<file path="config.mk">
export PLATFORM = sky130hd
export DESIGN_NAME = load_store_buffer
export DESIGN_NICKNAME = d
export VERILOG_FILES = /design/src/rtl/load_store_buffer.sv
export SDC_FILE = /design/constraint.sdc
export NUM_CORES = 1
export LEC_CHECK = 0
export ABC_CLOCK_PERIOD_IN_PS = 10100
export CAP_MARGIN = 10
export CORE_UTILIZATION = 50
export CTS_BUF_LIST = sky130_fd_sc_hd__clkbuf_4
export CTS_CLUSTER_SIZE = 8
export DETAILED_ROUTE_END_ITERATION = 16
export GPL_TIMING_DRIVEN = 0
export PLACE_DENSITY = 0.7
export REMOVE_ABC_BUFFERS = 1
export SYNTH_ARGS = -nofsm -noshare
export SYNTH_HDL_FRONTEND = slang
export SYNTH_SLANG_ARGS = --single-unit
</file>
<file path="constraint.sdc">
create_clock -name clkIn -period 10.1 [get_ports clkIn]
set_clock_uncertainty 0.05 [all_clocks]
set_input_delay 1.01 -clock clkIn [delete_from_list [all_inputs] [get_ports clkIn]]
set_output_delay 1.01 -clock clkIn [all_outputs]
set_load 0.005 [all_outputs]
</file>
<file path="src/rtl/load_store_buffer.sv">
// In-order load/store queue feeding the cache data port.
// Stores and I/O loads wait for ROB commit; uncommitted entries are dropped on a flush.
module load_store_buffer #(
    parameter int LSB_WIDTH = 3,
    parameter int LSB_SIZE  = 2 ** LSB_WIDTH,
    parameter int ROB_WIDTH = 4
) (
    input  logic                 clkIn,
    input  logic                 resetIn,
    input  logic                 clearIn,
    input  logic                 readyIn,
    input  logic                 enqueueValid,
    input  logic                 enqueueStore,
    input  logic [2:0]           enqueueFunct3,
    input  logic [31:0]          enqueueAddr,
    input  logic [31:0]          enqueueData,
    input  logic [ROB_WIDTH-1:0] enqueueRobIndex,
    output logic                 full,
    input  logic                 commitValid,
    input  logic [ROB_WIDTH-1:0] commitRobIndex,
    output logic [1:0]           accessType,
    output logic                 readWriteOut,
    output logic [31:0]          dataAddrOut,
    output logic [31:0]          dataOut,
    input  logic                 dataInValid,
    input  logic [31:0]          dataIn,
    input  logic                 dataWriteSuc,
    output logic                 resultValid,
    output logic [ROB_WIDTH-1:0] resultRobIndex,
    output logic [31:0]          resultValue
);

    typedef enum logic [1:0] {IDLE, REQ, WAIT} lsbState_t;

    lsbState_t state, stateNext;

    logic                 entStore  [LSB_SIZE];
    logic [2:0]           entFunct3 [LSB_SIZE];
    logic [31:0]          entAddr   [LSB_SIZE];
    logic [31:0]          entData   [LSB_SIZE];
    logic [ROB_WIDTH-1:0] entRob    [LSB_SIZE];
    logic [LSB_SIZE-1:0]  committed;

    logic [LSB_WIDTH-1:0] head, tail;
    logic [LSB_WIDTH:0]   count, committedCount;

    logic                 enqAccept, enqCommit;
    logic [LSB_SIZE-1:0]  commitHit;
    logic [LSB_WIDTH:0]   newCommits;
    logic [LSB_WIDTH-1:0] offset;
    logic                 headStore, headCommitted, headEligible;
    logic [2:0]           headFunct3;
    logic                 issue, killReq, deq, resultFire, deqCommitted;
    logic [31:0]          loadValue;

    assign full = (count == (LSB_WIDTH+1)'(LSB_SIZE));

    assign headStore     = entStore[head];
    assign headFunct3    = entFunct3[head];
    assign headCommitted = committed[head];
    assign headEligible  = (count != '0) &&
                           ((!headStore && (entAddr[head][17:16] != 2'b11)) || headCommitted);

    // Commits and enqueues are ignored during a flush.
    assign enqAccept = enqueueValid && !full && readyIn && !clearIn;
    assign enqCommit = enqAccept && commitValid && (enqueueRobIndex == commitRobIndex);

    always_comb begin
        newCommits = '0;
        offset     = '0;
        commitHit  = '0;
        for (int unsigned i = 0; i < LSB_SIZE; i++) begin
            offset       = LSB_WIDTH'(i) - head;
            commitHit[i] = commitValid && readyIn && !clearIn && !committed[i] &&
                           ({1'b0, offset} < count) && (entRob[i] == commitRobIndex);
            newCommits   = newCommits + (LSB_WIDTH+1)'(commitHit[i]);
        end
        newCommits = newCommits + (LSB_WIDTH+1)'(enqCommit);
    end

    always_comb begin
        case (headFunct3)
            3'b000:  loadValue = {{24{dataIn[7]}}, dataIn[7:0]};
            3'b001:  loadValue = {{16{dataIn[15]}}, dataIn[15:0]};
            3'b100:  loadValue = {24'b0, dataIn[7:0]};
            3'b101:  loadValue = {16'b0, dataIn[15:0]};
            default: loadValue = dataIn;
        endcase
    end

    always_ff @(posedge clkIn) begin
        if (!resetIn) state <= IDLE;
        else          state <= stateNext;
    end

    always_comb begin
        stateNext  = state;
        issue      = 1'b0;
        killReq    = 1'b0;
        deq        = 1'b0;
        resultFire = 1'b0;
        if (readyIn) begin
            case (state)
                IDLE: begin
                    if (headEligible && (!clearIn || headCommitted)) begin
                        issue     = 1'b1;
                        stateNext = REQ;
                    end
                end
                REQ: begin
                    killReq   = 1'b1;
                    stateNext = (clearIn && !headCommitted) ? IDLE : WAIT;
                end
                WAIT: begin
                    if (clearIn && !headCommitted) begin
                        stateNext = IDLE;
                    end else if (headStore) begin
                        if (dataWriteSuc) begin
                            deq       = 1'b1;
                            stateNext = IDLE;
                        end
                    end else if (dataInValid) begin
                        deq        = 1'b1;
                        resultFire = 1'b1;
                        stateNext  = IDLE;
                    end
                end
                default: stateNext = IDLE;
            endcase
        end
    end

    assign deqCommitted = deq && headCommitted;

    always_ff @(posedge clkIn) begin
        if (!resetIn) begin
            head           <= '0;
            tail           <= '0;
            count          <= '0;
            committedCount <= '0;
            committed      <= '0;
            accessType     <= '0;
            readWriteOut   <= 1'b1;
            dataAddrOut    <= '0;
            dataOut        <= '0;
            resultValid    <= 1'b0;
            resultRobIndex <= '0;
            resultValue    <= '0;
        end else if (readyIn) begin
            resultValid <= resultFire;
            if (resultFire) begin
                resultRobIndex <= entRob[head];
                resultValue    <= loadValue;
            end
            if (issue) begin
                accessType   <= headFunct3[1:0] + 2'd1;
                readWriteOut <= !headStore;
                dataAddrOut  <= entAddr[head];
                dataOut      <= entData[head];
            end
            if (killReq) accessType <= '0;

            if (enqAccept) begin
                entStore[tail]  <= enqueueStore;
                entFunct3[tail] <= enqueueFunct3;
                entAddr[tail]   <= enqueueAddr;
                entData[tail]   <= enqueueData;
                entRob[tail]    <= enqueueRobIndex;
                committed[tail] <= enqCommit;
            end
            for (int unsigned i = 0; i < LSB_SIZE; i++) begin
                if (commitHit[i]) committed[i] <= 1'b1;
            end
            if (deq) begin
                committed[head] <= 1'b0;
                head            <= head + 1'b1;
            end

            // Only a committed op can dequeue during a flush, so the old
            // head + committedCount still marks the end of the kept entries.
            if (clearIn) begin
                tail           <= head + committedCount[LSB_WIDTH-1:0];
                count          <= committedCount - (LSB_WIDTH+1)'(deqCommitted);
                committedCount <= committedCount - (LSB_WIDTH+1)'(deqCommitted);
            end else begin
                tail           <= tail + LSB_WIDTH'(enqAccept);
                count          <= count + (LSB_WIDTH+1)'(enqAccept) - (LSB_WIDTH+1)'(deq);
                committedCount <= committedCount + newCommits - (LSB_WIDTH+1)'(deqCommitted);
            end
        end
    end

endmodule

</file>
==> impl_metrics.py, run 1 <==
metrics = {
    "pwr": {
        "comb_power_share_pct": 3.8,
        "seqPwrFrac_pct": 54.5,
        "vdd_drop_max_mv": 0.0907,
        "p_sw_share_pct": 21.4,
        "power.switching_mw": 1.25,
        "p_int_mw": 4.59,
        "powerDensity_mw_per_mm2": 169,
        "power.leakage_nw": 11.2,
        "p_clk_share_pct": 41.7,
    },
    "grt": {
        "grt_max_degree": 61,
        "grt_pass1_vias": 16700,
        "grt.total_usage_pct": 23.5,
        "globalRoute.totalOverflow": 0,
        "grt_pass1_wl_mm": 98.7,
        "antenna_found_initial": 10,
    },
    "floorplanning": {
        "die_y_um": 240,
        "die_area_mm2": 0.0575,
        "io-pin-count": 221,
        "die_w_um": 240,
        "core_area_mm2": 0.0555,
        "start_util_pct": 50.9,
        "rows": 86,
    },
    "sta": {
        "setup_ws_ps": 4140,
        "finalCriticalPeriod_ps": 5960,
        "fmax_mhz": 168,
        "rsz0062_at_grt": "false",
        "max_slew_margin_pct": 24.6,
        "worstMarginPinSlew_ps": 1120,
        "setup_violations": 0,
        "slew_violations": 0,
        "finalHoldViolations": 0,
        "tns_ps": 0,
        "finalCritPeriodShare_pct": 59.0,
    },
    "clock_network": {
        "clock_sinks": 707,
        "numCtsBuffers": 176,
        "hold_buffers": 0,
        "cts_buffer_depth": 3,
        "clkLatencyLatePin_ps": 990,
        "clockRootBuffer": "clkbuf_4",
        "htree_levels": 4,
        "cts_setup_buffers": 0,
        "clk_pin_slew_ps": 70,
        "cts_resized": 0,
        "cts_tree": "done",
    },
    "synth": {
        "yosys-top-cells-count": "edfxtp_1 (576), mux4_2 (146), dfxtp_1 (131)",
        "yosysMostFrequentCell": "edfxtp_1",
        "syn_area_mm2": 0.0283,
        "synth_top_area_cell": "edfxtp_1",
        "synthArstFlopShare_pct": 0,
        "synthTopCellsByArea": "edfxtp_1 (61%), mux4_2 (12%), dfxtp_1 (9.3%), mux2i_1 (2.2%), ha_1 (1.9%)",
        "synth_edf_count": 576,
        "ys_seq_area_share_pct": 70.5,
        "synthDistinctLibCells": 58,
        "synth_seq_cells": 707,
        "syn_area_per_cell_um2": 17.6,
        "yosysTopAreaCellShare_pct": 61.2,
        "postSynthCellCount": 1609,
        "ys.flop_type": "edfxtp_1",
        "synth_warnings": 0,
    },
    "detailed_routing": {
        "num_vias": 16300,
        "ant_nets": 0,
        "first_pass_iters": 5,
        "drt_iter0_markers": 1290,
        "viasPerCell": 5.66,
        "drc": 0,
        "totalWireLength_mm": 65.5,
        "wl_per_cell_um": 22.8,
    },
    "flow_run": {
        "drv_cap": 0,
    },
    "cells_and_area": {
        "nNetsFinal": 2144,
        "final_util_pct": 62.1,
        "fillers": 4087,
        "drive_above_1_share_pct": 26.4,
        "layout.cells.non_filler": 2878,
        "area.growth.synth_to_final_pct": 22.0,
    },
    "outcome": {
        "run_status": "finished, final reports clean",
    },
    "worst_setup_path": {
        "worstSetupEndpointType": "flop",
        "required_ps": 10980,
        "cp-start-kind": "primary input",
        "crit_arrival_ps": 6840,
        "crit_fanout": 23,
        "path_class": "in2reg",
    },
    "placement": {
        "io_buffers": 220,
        "gp_congestion": 0.827,
        "hpwl_mm": 41.0,
        "dpl.cell_count": 2548,
        "dpl_worst_slack_ps": 3230,
    },
    "min_path": {
        "hp-class": "reg2reg",
    },
}
critical path, cell delays in order:
cell and delay, ps:
clkdlybuf4s50_1 990, and3b_1 370, and2_1 190, clkinv_1 220, nor3_1 850, inv_1 110
ha_1 350, fa_1 520, fa_1 430, fa_1 460, inv_1 80, ha_1 220
a21o_1 180, a21oi_1 200, xnor3_1 340, nor2_1 110, o221a_2 190
final timing paths:
check	startpoint	end	slack, ps	depth (start not counted)
setup / recovery	readyIn	committedCount[3]	4140	17
hold / removal	accessType[1]	accessType[1]	430	2
setup reg to reg	head[2]	committedCount[3]	4190	19
hold reg to reg	accessType[1]	accessType[1]	430	2
state kept, by name, indices dropped and copies added (netlist names), 8 cells and up, named ones only:
register	cells
dataOut	32
resultValue	32
entData	256
entStore	8
committed	8
entAddr	256
dataAddrOut	32
entFunct3	24
entRob	32
logic make-up (layout without fill, tap and decap cells):
logic type,Yosys count,in the layout,share of synthesized area [%]
xor gates and xnor gates,48,48,1.54
and+or+nand+nor,272,272,4.42
muxes,211,211,14.0
adders and majority gates,50,50,2.43
buffers and inverters,138,654,2.16
other,0,5,0
AOI/OAI and AO/OA,183,183,5.02
DFF,707,707,70.5
routing by layer:
metal	part of all wire, %	track usage, %
met4	2.0	7.96
met1	42	32.0
met3	8.6	6.86
met2	47	36.4
met5	0.11	0
power by group through the flow:
stage / registers (mW) / clock network (mW) / logic [mW]
final: 3.18 / 2.43 / 0.220
after global routing: 3.18 / 2.64 / 0.238
after CTS: 3.18 / 2.50 / 0.221
after detailed placement: 3.24 / 0 / 0.220
after global placement: 3.25 / 0 / 0.206
after floorplan: 3.24 / 0 / 0.0833
layout by cell type, fill, tap and decap left out, types with 8 or more instances in the layout:
master and n:
clkinv_1 45, edfxtp_1 576, o21ai_0 31, xor2_1 19, mux4_2 146, clkdlybuf4s50_1 220
nand3_1 8, a211oi_1 14, buf_6 13, a311oi_1 33, nand2_1 107, mux2i_1 61
xnor2_1 28, inv_1 30, nor3_1 72, buf_4 28, fa_1 8, buf_16 12
nor2_1 39, buf_12 15, clkbuf_4 268, dfxtp_1 125, a21oi_1 45, a211oi_2 30
ha_1 42
through the flow:
stage,hold slack (ps),total power [mW],area (um^2)
after floorplan,411,3.33,27800
after global placement,413,3.46,30900
after detailed placement,416,3.46,32100
after CTS,394,5.91,34500
after global routing,440,6.06,34500
final,427,5.83,34500
cell type report:
cell class	instances	area [um^2]	area share [%]
well taps	748	936	2.72
clock inverters	57	335	0.973
diodes	5	12.5	0.0363
inverters	34	134	0.388
multi-input cells	764	7810	22.6
repair buffers	295	3290	9.56
clock buffers	268	2010	5.84
flip-flops and latches	707	19900	57.8
Power figures use the tool's default switching activity.
==> run 2, diff against run 1 <==
--- a/config.mk
+++ b/config.mk
@@ -5,7 +5,7 @@
 export SDC_FILE = /design/constraint.sdc
 export NUM_CORES = 1
 export LEC_CHECK = 0
-export ABC_CLOCK_PERIOD_IN_PS = 10100
+export ABC_CLOCK_PERIOD_IN_PS = 5600
 export CAP_MARGIN = 10
 export CORE_UTILIZATION = 50
 export CTS_BUF_LIST = sky130_fd_sc_hd__clkbuf_4
==> constraint.sdc (replaced) <==
create_clock -name clkIn -period 5.6 [get_ports clkIn]
set_clock_uncertainty 0.05 [all_clocks]
set_input_delay 0.56 -clock clkIn [delete_from_list [all_inputs] [get_ports clkIn]]
set_output_delay 0.56 -clock clkIn [all_outputs]
set_load 0.005 [all_outputs]
==> impl_metrics.py, run 2 (synthesis gave the netlist of run 1 again) <==
metrics = {
    "worst_setup_path": {
        "worstSetupEndpointType": "flop",
        "rr_worst_depth": 16,
        "cp_slowest_cell": "clkdlybuf4s50_1",
        "crit_arrival_ps": 6240,
        "path_cells": "clkdlybuf4s50_1, and3b_1, nand3_1, a2111oi_0, o311ai_0, fa_1, fa_1, fa_1, fa_1, inv_1, ha_1, a21o_1, a21oi_1, xnor3_1, nor2_1, o221a_2",
        "required_ps": 6480,
        "cp-start-kind": "primary input",
        "path_class": "in2reg",
        "critPathMaxStageDelay_ps": 1000,
        "cp_top_family": "adder cells",
        "crit_buf_inv": 2,
        "path_common_cell": "fa_1",
        "crit_fanout": 23,
        "cp_num_cells": 16,
    },
    "floorplanning": {
        "die_w_um": 240,
        "io-pin-count": 221,
        "core_area_mm2": 0.0555,
        "die_area_mm2": 0.0575,
        "start_util_pct": 50.9,
        "rows": 86,
        "die_y_um": 240,
    },
    "sta": {
        "finalCritPeriodShare_pct": 95.7,
        "fmax_mhz": 187,
        "setup_violations": 0,
        "finalHoldViolations": 0,
        "max_slew_margin_pct": 25.1,
        "worstMarginPinSlew_ps": 1110,
        "timing.hold.ws_ps": 134,
        "finalCriticalPeriod_ps": 5360,
        "rsz0062_at_grt": "false",
        "slew_violations": 0,
    },
    "clock_network": {
        "clkLatencyLatePin_ps": 990,
        "cts_tree": "done",
        "htree_levels": 4,
        "cts_buffer_depth": 3,
        "clk_pin_slew_ps": 60,
        "clockRootBuffer": "clkbuf_4",
        "numCtsBuffers": 176,
        "clock_sinks": 707,
    },
    "min_path": {
        "hp-class": "in2reg",
        "holdPathStages": 3,
    },
    "pwr": {
        "power.leakage_nw": 11.4,
        "p_sw_share_pct": 21.4,
        "seqPwrFrac_pct": 54.4,
        "p_clk_share_pct": 41.6,
        "powerDensity_mw_per_mm2": 303,
        "vdd_drop_max_mv": 0.164,
        "power.switching_mw": 2.26,
        "comb_power_share_pct": 3.9,
        "p_int_mw": 8.28,
    },
    "detailed_routing": {
        "ant_nets": 0,
        "drc": 0,
        "viasPerCell": 5.64,
        "num_vias": 16400,
        "totalWireLength_mm": 66.3,
        "drt_iter0_markers": 1333,
        "first_pass_iters": 6,
        "wl_per_cell_um": 22.8,
    },
    "grt": {
        "globalRoute.totalOverflow": 0,
        "grt_max_degree": 61,
        "grt_pass1_vias": 16900,
        "antenna_found_initial": 10,
        "grt_pass1_wl_mm": 99.4,
        "grt.total_usage_pct": 23.7,
    },
    "cells_and_area": {
        "final_cell_mix": "edfxtp_1 (576), clkbuf_4 (268), clkdlybuf4s50_1 (220)",
        "drive_above_1_share_pct": 26.3,
        "area.growth.synth_to_final_pct": 23.0,
        "final_util_pct": 62.6,
        "final_common_cell": "edfxtp_1",
        "nNetsFinal": 2171,
        "top_regs": "entAddr: 256 flops, entData: 256 flops",
    },
    "outcome": {
        "run_status": "finished, final reports clean",
    },
    "placement": {
        "hpwl_mm": 41.0,
        "io_buffers": 220,
        "gp_congestion": 0.827,
    },
    "flow_run": {
        "drv_cap": 0,
    },
}
==> run 2: cell count changes in the layout (fill, tap and decap cells not counted), sizes merged <==
cell | before | now
buf | 75 | 78
dlygate4sd3 | 0 | 23
clkbuf | 268 | 269
==> run 2: timing repair <==
action                                  4_1_cts  5_1_grt
cloned                                        0        1
resized for setup                             2        3
hold buffers                                 23        0
endpoints found under the setup margin        3        3
endpoints found under the hold margin        23        0
pin swaps                                     0        0
buffers inserted                              0        3
==> run 2: path summary, 6_finish.rpt <==
kind / start / to / slack, ps
hold reg to reg: accessType[1] / accessType[1] / 430
hold / removal: dataIn[15] / resultValue[15] / 130
setup reg to reg: flop / committedCount[3] / 270
setup / recovery: readyIn / committedCount[3] / 240
==> run 2: power by group through the flow <==
stage	combinational, mW	clock (mW)	sequential (mW)
global route	0.445	4.76	5.74
floorplan	0.150	0	5.85
CTS	0.412	4.51	5.74
finish	0.413	4.39	5.74
detailed placement	0.397	0	5.85
global placement	0.371	0	5.86
==> run 2: layout make-up <==
cell class              count  area [um^2]
diodes                      5         12.5
clock buffers             268         2010
clock inverters            57          335
fillers                  4043        20800
inverters                  34          138
multi-input cells         764         7820
flip-flops and latches    707        19900
well taps                 748          936
repair buffers            322         3580
==> run 2: layer usage <==
metal / wire length (um) / global-route usage, % / up-vias
met3: 5430 / 6.85 / 112
met4: 1270 / 8.00 / 12
met1: 28200 / 32.1 / 8279
met5: 73 / 0 / -
met2: 31400 / 36.8 / 659
li1: - / - / 7328
==> run 2: through the flow <==
step / setup WS, ps / area (um^2) / power [mW] / instances / TNS (ps)
2_1_floorplan: -3200 / 27800 / 6.00 / 1505 / -793890
3_3_place_gp: -12850 / 30900 / 6.23 / 2473 / -4855390
3_5_place_dp: -816 / 32100 / 6.25 / 2548 / -2360
4_1_cts: 6.43 / 34700 / 10.7 / 2896 / 0
5_1_grt: 17.5 / 34800 / 10.9 / 2904 / 0
6_report: 240 / 34800 / 10.5 / 2905 / 0
==> run 2: worst register-to-register path: cells and delay by family, from the launching register on <==
kind            cells  cell delay, ps
fa+ha+maj           5            1960
mux                 3            1390
compound gates      3             570
buf+inv             2             390
flops               1             360
xor+xnor            1             340
simple gates        2             270
==> run 3, diff against run 2 <==
--- a/config.mk
+++ b/config.mk
@@ -5,8 +5,8 @@
 export SDC_FILE = /design/constraint.sdc
 export NUM_CORES = 1
 export LEC_CHECK = 0
+export ABC_AREA = 1
 export ABC_CLOCK_PERIOD_IN_PS = 5600
-export CAP_MARGIN = 10
 export CORE_UTILIZATION = 50
 export CTS_BUF_LIST = sky130_fd_sc_hd__clkbuf_4
 export CTS_CLUSTER_SIZE = 8
==> impl_metrics.py, run 3 <==
metrics = {
    "synth": {
        "syn_area_per_cell_um2": 10.8,
        "postSynthCellCount": 2744,
        "yosysTopAreaCellShare_pct": 58.6,
        "yosys-top-cells-count": "nand2_1 (775), edfxtp_1 (576), nand3_1 (434)",
        "synthArstFlopShare_pct": 0,
        "synthDistinctLibCells": 43,
        "synth_seq_cells": 707,
        "synth_top_area_cell": "edfxtp_1",
        "ys_seq_area_share_pct": 67.5,
        "synth_edf_count": 576,
        "yosysMostFrequentCell": "nand2_1",
        "synth_warnings": 0,
        "syn_area_mm2": 0.0295,
        "synthTopCellsByArea": "edfxtp_1 (59%), nand2_1 (9.9%), dfxtp_1 (8.9%), nand3_1 (7.4%), ha_1 (1.8%)",
        "ys.flop_type": "edfxtp_1",
    },
    "grt": {
        "grt_pass1_wl_mm": 121,
        "antenna_found_initial": 10,
        "grt.total_usage_pct": 26.6,
        "grt_pass1_vias": 21700,
        "grt_max_degree": 145,
        "globalRoute.totalOverflow": 0,
    },
    "sta": {
        "tns_ps": 0,
        "finalCritPeriodShare_pct": 95.4,
        "setup_ws_ps": 257,
        "setup_violations": 0,
        "slew_violations": 0,
        "worstMarginPinSlew_ps": 1090,
        "finalCriticalPeriod_ps": 5340,
        "max_slew_margin_pct": 27.0,
        "finalHoldViolations": 0,
        "fmax_mhz": 187,
    },
    "worst_setup_path": {
        "path_common_cell": "fa_1",
        "cp-start-kind": "flop",
        "crit_arrival_ps": 6250,
        "path_cells": "inv_4, nand2_1, nand3_2, nand3_1, nand2_1, nand2_1, nor2_4, inv_2, nor2_2, ha_1, fa_1, fa_1, fa_1, inv_1, ha_1, inv_1, fa_1, xor2_1, o211ai_1, o211ai_1, inv_1",
        "required_ps": 6510,
        "critPathMaxStageDelay_ps": 730,
        "worstSetupEndpointType": "flop",
        "cp_slowest_cell": "inv_4",
        "crit_fanout": 72,
        "crit_buf_inv": 5,
        "cp_top_family": "adder cells",
        "path_class": "reg2reg",
    },
    "clock_network": {
        "cts_buffer_depth": 3,
        "cts_tree": "done",
        "clkLatencyLatePin_ps": 1020,
        "clockRootBuffer": "clkbuf_4",
        "numCtsBuffers": 177,
        "clock_sinks": 707,
        "htree_levels": 4,
        "clk_pin_slew_ps": 60,
    },
    "pwr": {
        "power.switching_mw": 2.41,
        "p_sw_share_pct": 22.4,
        "powerDensity_mw_per_mm2": 298,
        "p_int_mw": 8.34,
        "vdd_drop_max_mv": 0.183,
        "seqPwrFrac_pct": 53.2,
        "comb_power_share_pct": 5.1,
        "finalPower_mw": 10.7,
        "power.leakage_nw": 13.3,
        "p_clk_share_pct": 41.6,
    },
    "detailed_routing": {
        "drc": 0,
        "wl_per_cell_um": 20.2,
        "num_vias": 22300,
        "ant_nets": 0,
        "first_pass_iters": 6,
        "drt_iter0_markers": 2000,
        "totalWireLength_mm": 80.1,
        "viasPerCell": 5.62,
    },
    "outcome": {
        "run_status": "finished, final reports clean",
    },
    "cells_and_area": {
        "final_cell_mix": "nand2_1 (774), edfxtp_1 (576), nand3_1 (434)",
        "final_util_pct": 62.1,
        "final_common_cell": "nand2_1",
        "area.growth.synth_to_final_pct": 22.0,
        "layout.cells.non_filler": 3962,
        "nNetsFinal": 3210,
        "drive_above_1_share_pct": 12.6,
        "top_regs": "entAddr: 256 flops, entData: 256 flops",
    },
    "placement": {
        "hpwl_mm": 45.6,
        "gp_congestion": 0.884,
        "dpl_worst_slack_ps": -894,
        "io_buffers": 220,
        "dpl.cell_count": 3606,
    },
    "floorplanning": {
        "die_y_um": 245,
        "die_area_mm2": 0.0600,
        "rows": 88,
        "start_util_pct": 50.9,
        "io-pin-count": 221,
        "core_area_mm2": 0.0580,
        "die_w_um": 245,
    },
    "min_path": {
        "hp-class": "in2reg",
    },
    "flow_run": {
        "drv_cap": 0,
    },
}
[run 3: cell types whose count changed after synthesis, moves of 64 or more]
cell,before,now
inv_1,30,107
nand2_1,107,775
nor3_1,74,10
nand3_1,8,434
nand4_1,7,71
nor2_1,44,132
mux4_2,146,0
[run 3: path summary, 6_finish.rpt]
path / cells past startpoint / slack [ps] / endpoint / start
min reg2reg: 2 / 410 / dataAddrOut[4] / dataAddrOut[4]
max reg2reg: 21 / 260 / committedCount[2] / flop
min: 3 / 120 / resultValue[4] / dataIn[4]
max: 21 / 260 / committedCount[2] / flop
[run 3: final cells by class]
cell class	instances	area [um^2]
Fill cell	4443	22000
Sequential cell	707	19900
Tap cell	765	957
Antenna cell	4	10.0
Multi-Input combinational cell	1749	8510
Timing Repair Buffer	293	3710
Clock buffer	273	2050
Clock inverter	55	348
Inverter	116	483
[run 3: timing repair]
item,CTS,global route
hold buffers,6,0
endpoints found under the setup margin,4,3
gates resized for setup,6,11
gates cloned,5,2
buffers inserted,5,7
pin swaps,0,1
endpoints found under the hold margin,6,0
[run 3: layer usage]
metal | vias to the layer above | share of wire, % | global-route usage (%)
met4 | 12 | 3.0 | 11.3
met1 | 10700 | 40 | 33.5
li1 | 10300 | - | -
met3 | 194 | 9.0 | 6.59
met2 | 1087 | 48 | 43.6
met5 | - | 0.10 | 0
[run 3: cell families (layout without fill, tap and decap cells)]
family | after synthesis | after routing | synth area share [%]
other cells | 0 | 4 | 0
simple gates | 1442 | 1442 | 21.1
xor+xnor | 24 | 24 | 0.712
compound gates | 233 | 233 | 4.36
flops | 707 | 707 | 67.5
buf+inv | 288 | 737 | 4.06
fa+ha+maj | 50 | 50 | 2.32
[run 3: power groups by stage]
stage / Combinational (mW) / Sequential [mW] / Clock [mW]
final: 0.551 / 5.72 / 4.47
after global placement: 0.449 / 5.85 / 0
after CTS: 0.540 / 5.72 / 4.56
after detailed placement: 0.524 / 5.84 / 0
after global routing: 0.589 / 5.72 / 4.84
after floorplan: 0.198 / 5.84 / 0
[run 3: tightest hold or removal path, cell delays in order]
cell,delay [ps]
clkdlybuf4s50_1,400
nor2_1,110
nor2_1,50
[run 3: metrics by stage]
step                area [um^2]  hold WS (ps)
floorplan                 28800           399
global placement          31900           391
detailed placement        33200           400
CTS                       35900          10.6
global route              36000          51.1
finish                    36000           117
